## src/rtl/alu_wb_buffer_if.sv

```systemverilog
// Bus bundle between the ALU result port, the writeback buffer and the CDB port.
// Handshake: a transfer happens at a rising clk edge when valid and ready are both
// high. The producer holds valid and its payload steady until that edge. The
// consumer may drive ready either way, but ready must not be derived from valid.
interface alu_wb_buffer_if #(
    parameter int DATA_WIDTH      = 32,
    parameter int PHYS_ADDR_WIDTH = 6,
    parameter int ROB_WIDTH       = 5
);
    logic                       in_valid;
    logic                       in_ready;
    logic [DATA_WIDTH-1:0]      in_result;
    logic [PHYS_ADDR_WIDTH-1:0] in_prd;
    logic [ROB_WIDTH-1:0]       in_rob_idx;
    logic                       cdb_valid;
    logic                       cdb_ready;
    logic [DATA_WIDTH-1:0]      cdb_result;
    logic [PHYS_ADDR_WIDTH-1:0] cdb_prd;
    logic [ROB_WIDTH-1:0]       cdb_rob_idx;

    // ALU-side producer and CDB-side arbiter, as seen by the environment.
    modport master (
        output in_valid, in_result, in_prd, in_rob_idx, cdb_ready,
        input  in_ready, cdb_valid, cdb_result, cdb_prd, cdb_rob_idx
    );

    // The writeback buffer itself.
    modport slave (
        input  in_valid, in_result, in_prd, in_rob_idx, cdb_ready,
        output in_ready, cdb_valid, cdb_result, cdb_prd, cdb_rob_idx
    );
endinterface

```

## src/rtl/alu_wb_buffer.sv

```systemverilog
// ALU writeback buffer: a small FIFO that holds ALU results (result, dest tag,
// ROB index) until the CDB arbiter grants this port. Flush discards everything.
// Optional feature macro: ALU_WB_BYPASS_EN -- when defined, a result arriving
// while the buffer is empty and the CDB is granting goes straight to the CDB
// in the same cycle without being stored.
module alu_wb_buffer #(
    parameter int DATA_WIDTH      = 32,
    parameter int PHYS_ADDR_WIDTH = 6,
    parameter int ROB_WIDTH       = 5,
    parameter int DEPTH           = 4
) (
    input  logic                     clk,
    input  logic                     rst_n,
    input  logic                     flush,
    alu_wb_buffer_if.slave           bus,
    output logic [$clog2(DEPTH):0]   occupancy
);
    localparam int IW = $clog2(DEPTH);

    typedef struct packed {
        logic [DATA_WIDTH-1:0]      result;
        logic [PHYS_ADDR_WIDTH-1:0] prd;
        logic [ROB_WIDTH-1:0]       rob_idx;
    } entry_t;

    entry_t        mem [DEPTH];
    entry_t        in_entry;
    entry_t        head;
    logic [IW:0]   wr_ptr;
    logic [IW:0]   rd_ptr;
    logic          empty;
    logic          full;
    logic          bypass;
    logic          push;
    logic          pop;

    // Pointers carry an extra wrap bit so full and empty are distinguishable.
    assign empty = (wr_ptr == rd_ptr);
    assign full  = (wr_ptr[IW-1:0] == rd_ptr[IW-1:0]) && (wr_ptr[IW] != rd_ptr[IW]);

`ifdef ALU_WB_BYPASS_EN
    assign bypass = empty & ~flush & bus.in_valid & bus.cdb_ready;
`else
    assign bypass = 1'b0;
`endif

    // Flush wins over both sides; a bypassed result is never stored.
    assign push = bus.in_valid & ~full & ~flush & ~bypass;
    assign pop  = ~empty & ~flush & bus.cdb_ready;

    assign in_entry  = '{result: bus.in_result, prd: bus.in_prd, rob_idx: bus.in_rob_idx};
    assign head      = mem[rd_ptr[IW-1:0]];
    assign occupancy = wr_ptr - rd_ptr;

    // Input side only looks at registered state, so a full buffer refuses input
    // even in a cycle where the head is being granted.
    assign bus.in_ready = ~full;

    // CDB presentation: head entry, or the incoming result when bypassing.
    always_comb begin
        bus.cdb_valid   = ~empty & ~flush;
        bus.cdb_result  = head.result;
        bus.cdb_prd     = head.prd;
        bus.cdb_rob_idx = head.rob_idx;
        if (bypass) begin
            bus.cdb_valid   = 1'b1;
            bus.cdb_result  = in_entry.result;
            bus.cdb_prd     = in_entry.prd;
            bus.cdb_rob_idx = in_entry.rob_idx;
        end
    end

    // Pointer update; flush returns both pointers to zero.
    always_ff @(posedge clk or negedge rst_n) begin
        if (!rst_n) begin
            wr_ptr <= '0;
            rd_ptr <= '0;
        end else if (flush) begin
            wr_ptr <= '0;
            rd_ptr <= '0;
        end else begin
            if (push) wr_ptr <= wr_ptr + 1'b1;
            if (pop)  rd_ptr <= rd_ptr + 1'b1;
        end
    end

    // Entry storage; cleared on reset so the CDB data bus reads zero afterwards.
    always_ff @(posedge clk or negedge rst_n) begin
        if (!rst_n) begin
            for (int i = 0; i < DEPTH; i++) mem[i] <= '0;
        end else if (push) begin
            mem[wr_ptr[IW-1:0]] <= in_entry;
        end
    end
endmodule
```

## src/flat_wrapper.sv

```systemverilog
// flat-port wrapper written by rule: the top's interface ports become plain ports
module alu_wb_buffer_flat 
#(
    parameter int DATA_WIDTH      = 32,
    parameter int PHYS_ADDR_WIDTH = 6,
    parameter int ROB_WIDTH       = 5,
    parameter int DEPTH           = 4
)
  (clk, rst_n, flush, occupancy, bus_in_valid, bus_in_result, bus_in_prd, bus_in_rob_idx, bus_cdb_ready, bus_in_ready, bus_cdb_valid, bus_cdb_result, bus_cdb_prd, bus_cdb_rob_idx);
  alu_wb_buffer_if #(.DATA_WIDTH(DATA_WIDTH), .PHYS_ADDR_WIDTH(PHYS_ADDR_WIDTH), .ROB_WIDTH(ROB_WIDTH)) bus_i ();
  input  logic clk;
  input  logic rst_n;
  input  logic flush;
  output logic [$clog2(DEPTH):0] occupancy;
  input wire logic [$bits(bus_i.in_valid)-1:0] bus_in_valid;
  input wire logic [$bits(bus_i.in_result)-1:0] bus_in_result;
  input wire logic [$bits(bus_i.in_prd)-1:0] bus_in_prd;
  input wire logic [$bits(bus_i.in_rob_idx)-1:0] bus_in_rob_idx;
  input wire logic [$bits(bus_i.cdb_ready)-1:0] bus_cdb_ready;
  output wire logic [$bits(bus_i.in_ready)-1:0] bus_in_ready;
  output wire logic [$bits(bus_i.cdb_valid)-1:0] bus_cdb_valid;
  output wire logic [$bits(bus_i.cdb_result)-1:0] bus_cdb_result;
  output wire logic [$bits(bus_i.cdb_prd)-1:0] bus_cdb_prd;
  output wire logic [$bits(bus_i.cdb_rob_idx)-1:0] bus_cdb_rob_idx;
  assign bus_i.in_valid = bus_in_valid;
  assign bus_i.in_result = bus_in_result;
  assign bus_i.in_prd = bus_in_prd;
  assign bus_i.in_rob_idx = bus_in_rob_idx;
  assign bus_i.cdb_ready = bus_cdb_ready;
  assign bus_in_ready = bus_i.in_ready;
  assign bus_cdb_valid = bus_i.cdb_valid;
  assign bus_cdb_result = bus_i.cdb_result;
  assign bus_cdb_prd = bus_i.cdb_prd;
  assign bus_cdb_rob_idx = bus_i.cdb_rob_idx;
  alu_wb_buffer #(.DATA_WIDTH(DATA_WIDTH), .PHYS_ADDR_WIDTH(PHYS_ADDR_WIDTH), .ROB_WIDTH(ROB_WIDTH), .DEPTH(DEPTH)) u_core (.clk(clk), .rst_n(rst_n), .flush(flush), .bus(bus_i), .occupancy(occupancy));
endmodule
```

## config.mk

```make
export PLATFORM = sky130hd
export DESIGN_NAME = alu_wb_buffer_flat
export DESIGN_NICKNAME = d
export VERILOG_FILES = /design/src/rtl/alu_wb_buffer_if.sv /design/src/rtl/alu_wb_buffer.sv /design/src/flat_wrapper.sv
export SDC_FILE = /design/constraint.sdc
export NUM_CORES = 1
export LEC_CHECK = 0
export CORE_ASPECT_RATIO = 1.2
export CORE_UTILIZATION = 50
export CTS_BUF_LIST = sky130_fd_sc_hd__clkbuf_4
export DETAILED_ROUTE_END_ITERATION = 10
export MAX_ROUTING_LAYER = met4
export PLACE_DENSITY = 0.79
export SLEW_MARGIN = 20
export SYNTH_ARGS = -nofsm -noshare
export SYNTH_HDL_FRONTEND = slang
export SYNTH_SLANG_ARGS = --single-unit
```

## constraint.sdc

```tcl
create_clock -name clk -period 4.3 [get_ports clk]
set_input_delay 0.645 -clock clk [delete_from_list [all_inputs] [get_ports clk]]
set_output_delay 0.645 -clock clk [all_outputs]
set_load 0.005 [all_outputs]
```

==> reports/summary.txt <==
status: completed
CTS Buf Count: 17
Critical Path RT: 3650 ps
setup tns final: 0 ps
gpl congestion: 0.7781
Slew Viols, Final: 0
final hold viol count: 0
area delta synth->final: 16.90%
DRC viols: 0
Worst EP arrival: 2880 ps
H-tree levels: 4
Via density: 5.599
worst vdd ir: 0.2567 mV
number of port buffers: 95
Die X: 117.8 um
Switching Power: 1.557 mW
fmax: 283.6 MHz
Setup crit end kind: output pin
Tot Pwr: 5.800 mW
Die Ht: 140.9 um
number of global-route vias before repair: 4,940
GRT Util Overall: 21.31%
wire per inst: 19.66 um
delay of the slowest critical-path stage: 850 ps
final WL: 15,500 um
first-pass GRT wire length: 26,180 um
Final Critical Period: 3526 ps
worst skew pair latency: 550 ps
Worst-Margin Slew: 908.6 ps
Final Skew: 12.58 ps
total core area: 15,640 um^2
Congestion Overflow GR: 0
Sequential Power Share: 47.1%
fin nets: 625
CP bufs+invs: 2
Largest delay share family, worst path: buffers and inverters
startpoint types: register
post-cts repair resize count: 0
PD cells: 617.1 nW/um^2
Worst slew margin: 39.42%
antenna viol nets, final: 0
RSZ-0062 raised after global routing: no
Yosys cell types: 33
crit-path max FO: 31
Hold Path Class: in -> async
DPL Wire Length: 9928 um
I/O pin count: 96
Clock transition at path regs: 130 ps
Clock Sink Count: 178
number of vias in the routed layout: 4,412
Sw Share: 26.85%
synthesis-stage register bit count: 178
Critical-path top delay cell: dfrtp_4
num rows: 50
Clk pwr share: 16.9%
final design utilization: 60.10%
final setup fails: 0
syn avg cell area: 17.00 um^2
initial drt markers: 176
final setup margin: 773.9 ps
cts hold-fix bufs: 0
Pre-antenna DRT Iters: 4
# fillers: 1,181
Synth Warn #: 0
sequential cell area: 4459 um^2
post-place setup slack: 1295 ps
Final Cycle Share: 82.00%
critical path class: reg -> out
largest net degree at the start of global routing: 102
Synth Cell Area: 8040 um^2
Clock Path Buffers: 2
sequential share of the synthesized area: 55.40%
max cap viols: 0
power share of the combinational group: 36.0%
CTS tree: done
count of mapped cells out of synthesis: 473
P_leak: 3.943 nW
Power Internal: 4.243 mW
Syn Nets: 529
Die Area: 16,590 um^2
starting density of the core: 51.41%
initial antenna violation count: 1
share of cells above drive strength 1: 44.91%
clock root buffer master: clkbuf_4
Multi-input gate area: 3321 um^2
Post-CTS Setup Bufs: 0
crit path cell chain: buf_4 -> mux4_2 -> clkdlybuf4s50_1
[synthesized netlist by cell type, drive strengths merged]
library cell | instances | area share (%)
mux2 | 174 | 24
dfrtp | 178 | 55
xor2 | 1 | 0.34
fa | 1 | 0.25
mux2i | 1 | 0.12
nor2 | 5 | 0.23
and2 | 1 | 0.078
xnor2 | 1 | 0.11
nand2 | 6 | 0.28
mux4 | 43 | 12
and4 | 1 | 0.11
o31ai | 1 | 0.093
inv | 7 | 0.33
a2111oi | 1 | 0.11
or2b | 1 | 0.093
a21boi | 1 | 0.093
ha | 7 | 1.1
a211o | 1 | 0.11
nor4 | 1 | 0.078
buf | 10 | 0.92
nand3b | 3 | 0.28
a211oi | 2 | 0.34
nor2b | 1 | 0.078
o2111ai | 1 | 0.11
a311o | 1 | 0.12
a21oi | 4 | 0.39
o21a | 1 | 0.093
clkbuf | 18 | 2.3
[worst reg2reg max path, stage by stage, from the launching register on]
cell and delay, ps:
dfrtp_4 850, ha_1 370, and2_1 310, a21oi_4 200, buf_4 570, mux2_2 440
[worst paths after layout]
path | start | endpoint | slack [ps] | depth (start not counted)
min in group clk | u_core.mem[42]$_DFFE_PN0P_ | u_core.mem[42]$_DFFE_PN0P_ | 520 | 1
max in group asynchronous | rst_n | u_core.rd_ptr[0]$_DFFE_PN0P_ | 3190 | 2
worst max-delay path | u_core.rd_ptr[0]$_DFFE_PN0P_ | bus_cdb_result[28] | 770 | 3
worst min-delay path | rst_n | u_core.mem[135]$_DFFE_PN0P_ | 160 | 1
worst max register to register | u_core.rd_ptr[0]$_DFFE_PN0P_ | u_core.mem[21]$_DFFE_PN0P_ | 1450 | 5
worst min register to register | u_core.mem[42]$_DFFE_PN0P_ | u_core.mem[42]$_DFFE_PN0P_ | 520 | 1
[cell families (layout without fill, tap and decap cells)]
| group | Yosys count | count (layout) | synth area share (%) |
|---|---|---|---|
| buffers and inverters | 35 | 141 | 3.579 |
| XOR/XNOR | 2 | 2 | 0.4514 |
| flip-flops | 178 | 178 | 55.40 |
| multiplexers | 218 | 218 | 36.54 |
| AO/OA/AOI/OAI | 13 | 13 | 1.463 |
| adder cells (fa/ha/maj) | 8 | 8 | 1.338 |
| other | 0 | 1 | 0 |
| AND/OR/NAND/NOR | 19 | 19 | 1.230 |
[power by group through the flow]
| stage | Combinational [mW] | Clock [mW] | Sequential [mW] |
|---|---|---|---|
| final | 2.09 | 0.981 | 2.73 |
| after global routing | 2.25 | 1.09 | 2.82 |
| after CTS | 2.12 | 1.02 | 2.74 |
| after detailed placement | 2.12 | 0 | 2.78 |
| after global placement | 2.05 | 0 | 2.71 |
| after floorplan | 1.35 | 0 | 2.58 |
[state kept, by name (all words and copies together), names as in the netlist]
name           flops
u_core.wr_ptr      3
u_core.rd_ptr      3
u_core.mem       172
[cell type report]
cell class / instances / share of cell area (%)
sequential: 178 / 47.44
inverter: 7 / 0.2796
antenna: 1 / 0.02662
clock buffer: 20 / 1.597
tap: 208 / 2.769
timing repair buffer: 105 / 11.06
multi-input combinational: 260 / 35.33
clock inverter: 9 / 1.491
[cell usage in the layout (no fill, tap or decap), types with 3 or more instances in the layout]
master,count
clkbuf_4,20
mux4_2,43
inv_1,7
dfrtp_1,176
nand3b_1,3
clkdlybuf4s50_1,94
ha_1,7
buf_4,9
bufinv_16,4
nand2_1,6
clkinv_1,4
mux2_2,174
a21oi_4,3
nor2_1,5
[layer usage]
layer	share of wire [%]	vias up	track usage, %	wire length [um]
met5	0	-	-	0
met4	1.8	0	7.692	273
met3	3.6	17	4.369	556
met2	53	110	35.57	8289
met1	41	2339	25.73	6376
li1	-	1946	-	-
[through the flow]
step / hold slack (ps) / instance area (um^2) / std cells
CTS: 168.3 / 9397 / 787
floorplan: 349.4 / 8040 / 473
finish: 156.1 / 9399 / 788
detailed placement: 490.7 / 9106 / 758
global route: 205.5 / 9399 / 788
global placement: 483.2 / 9106 / 758
Power figures use the tool's default switching activity.
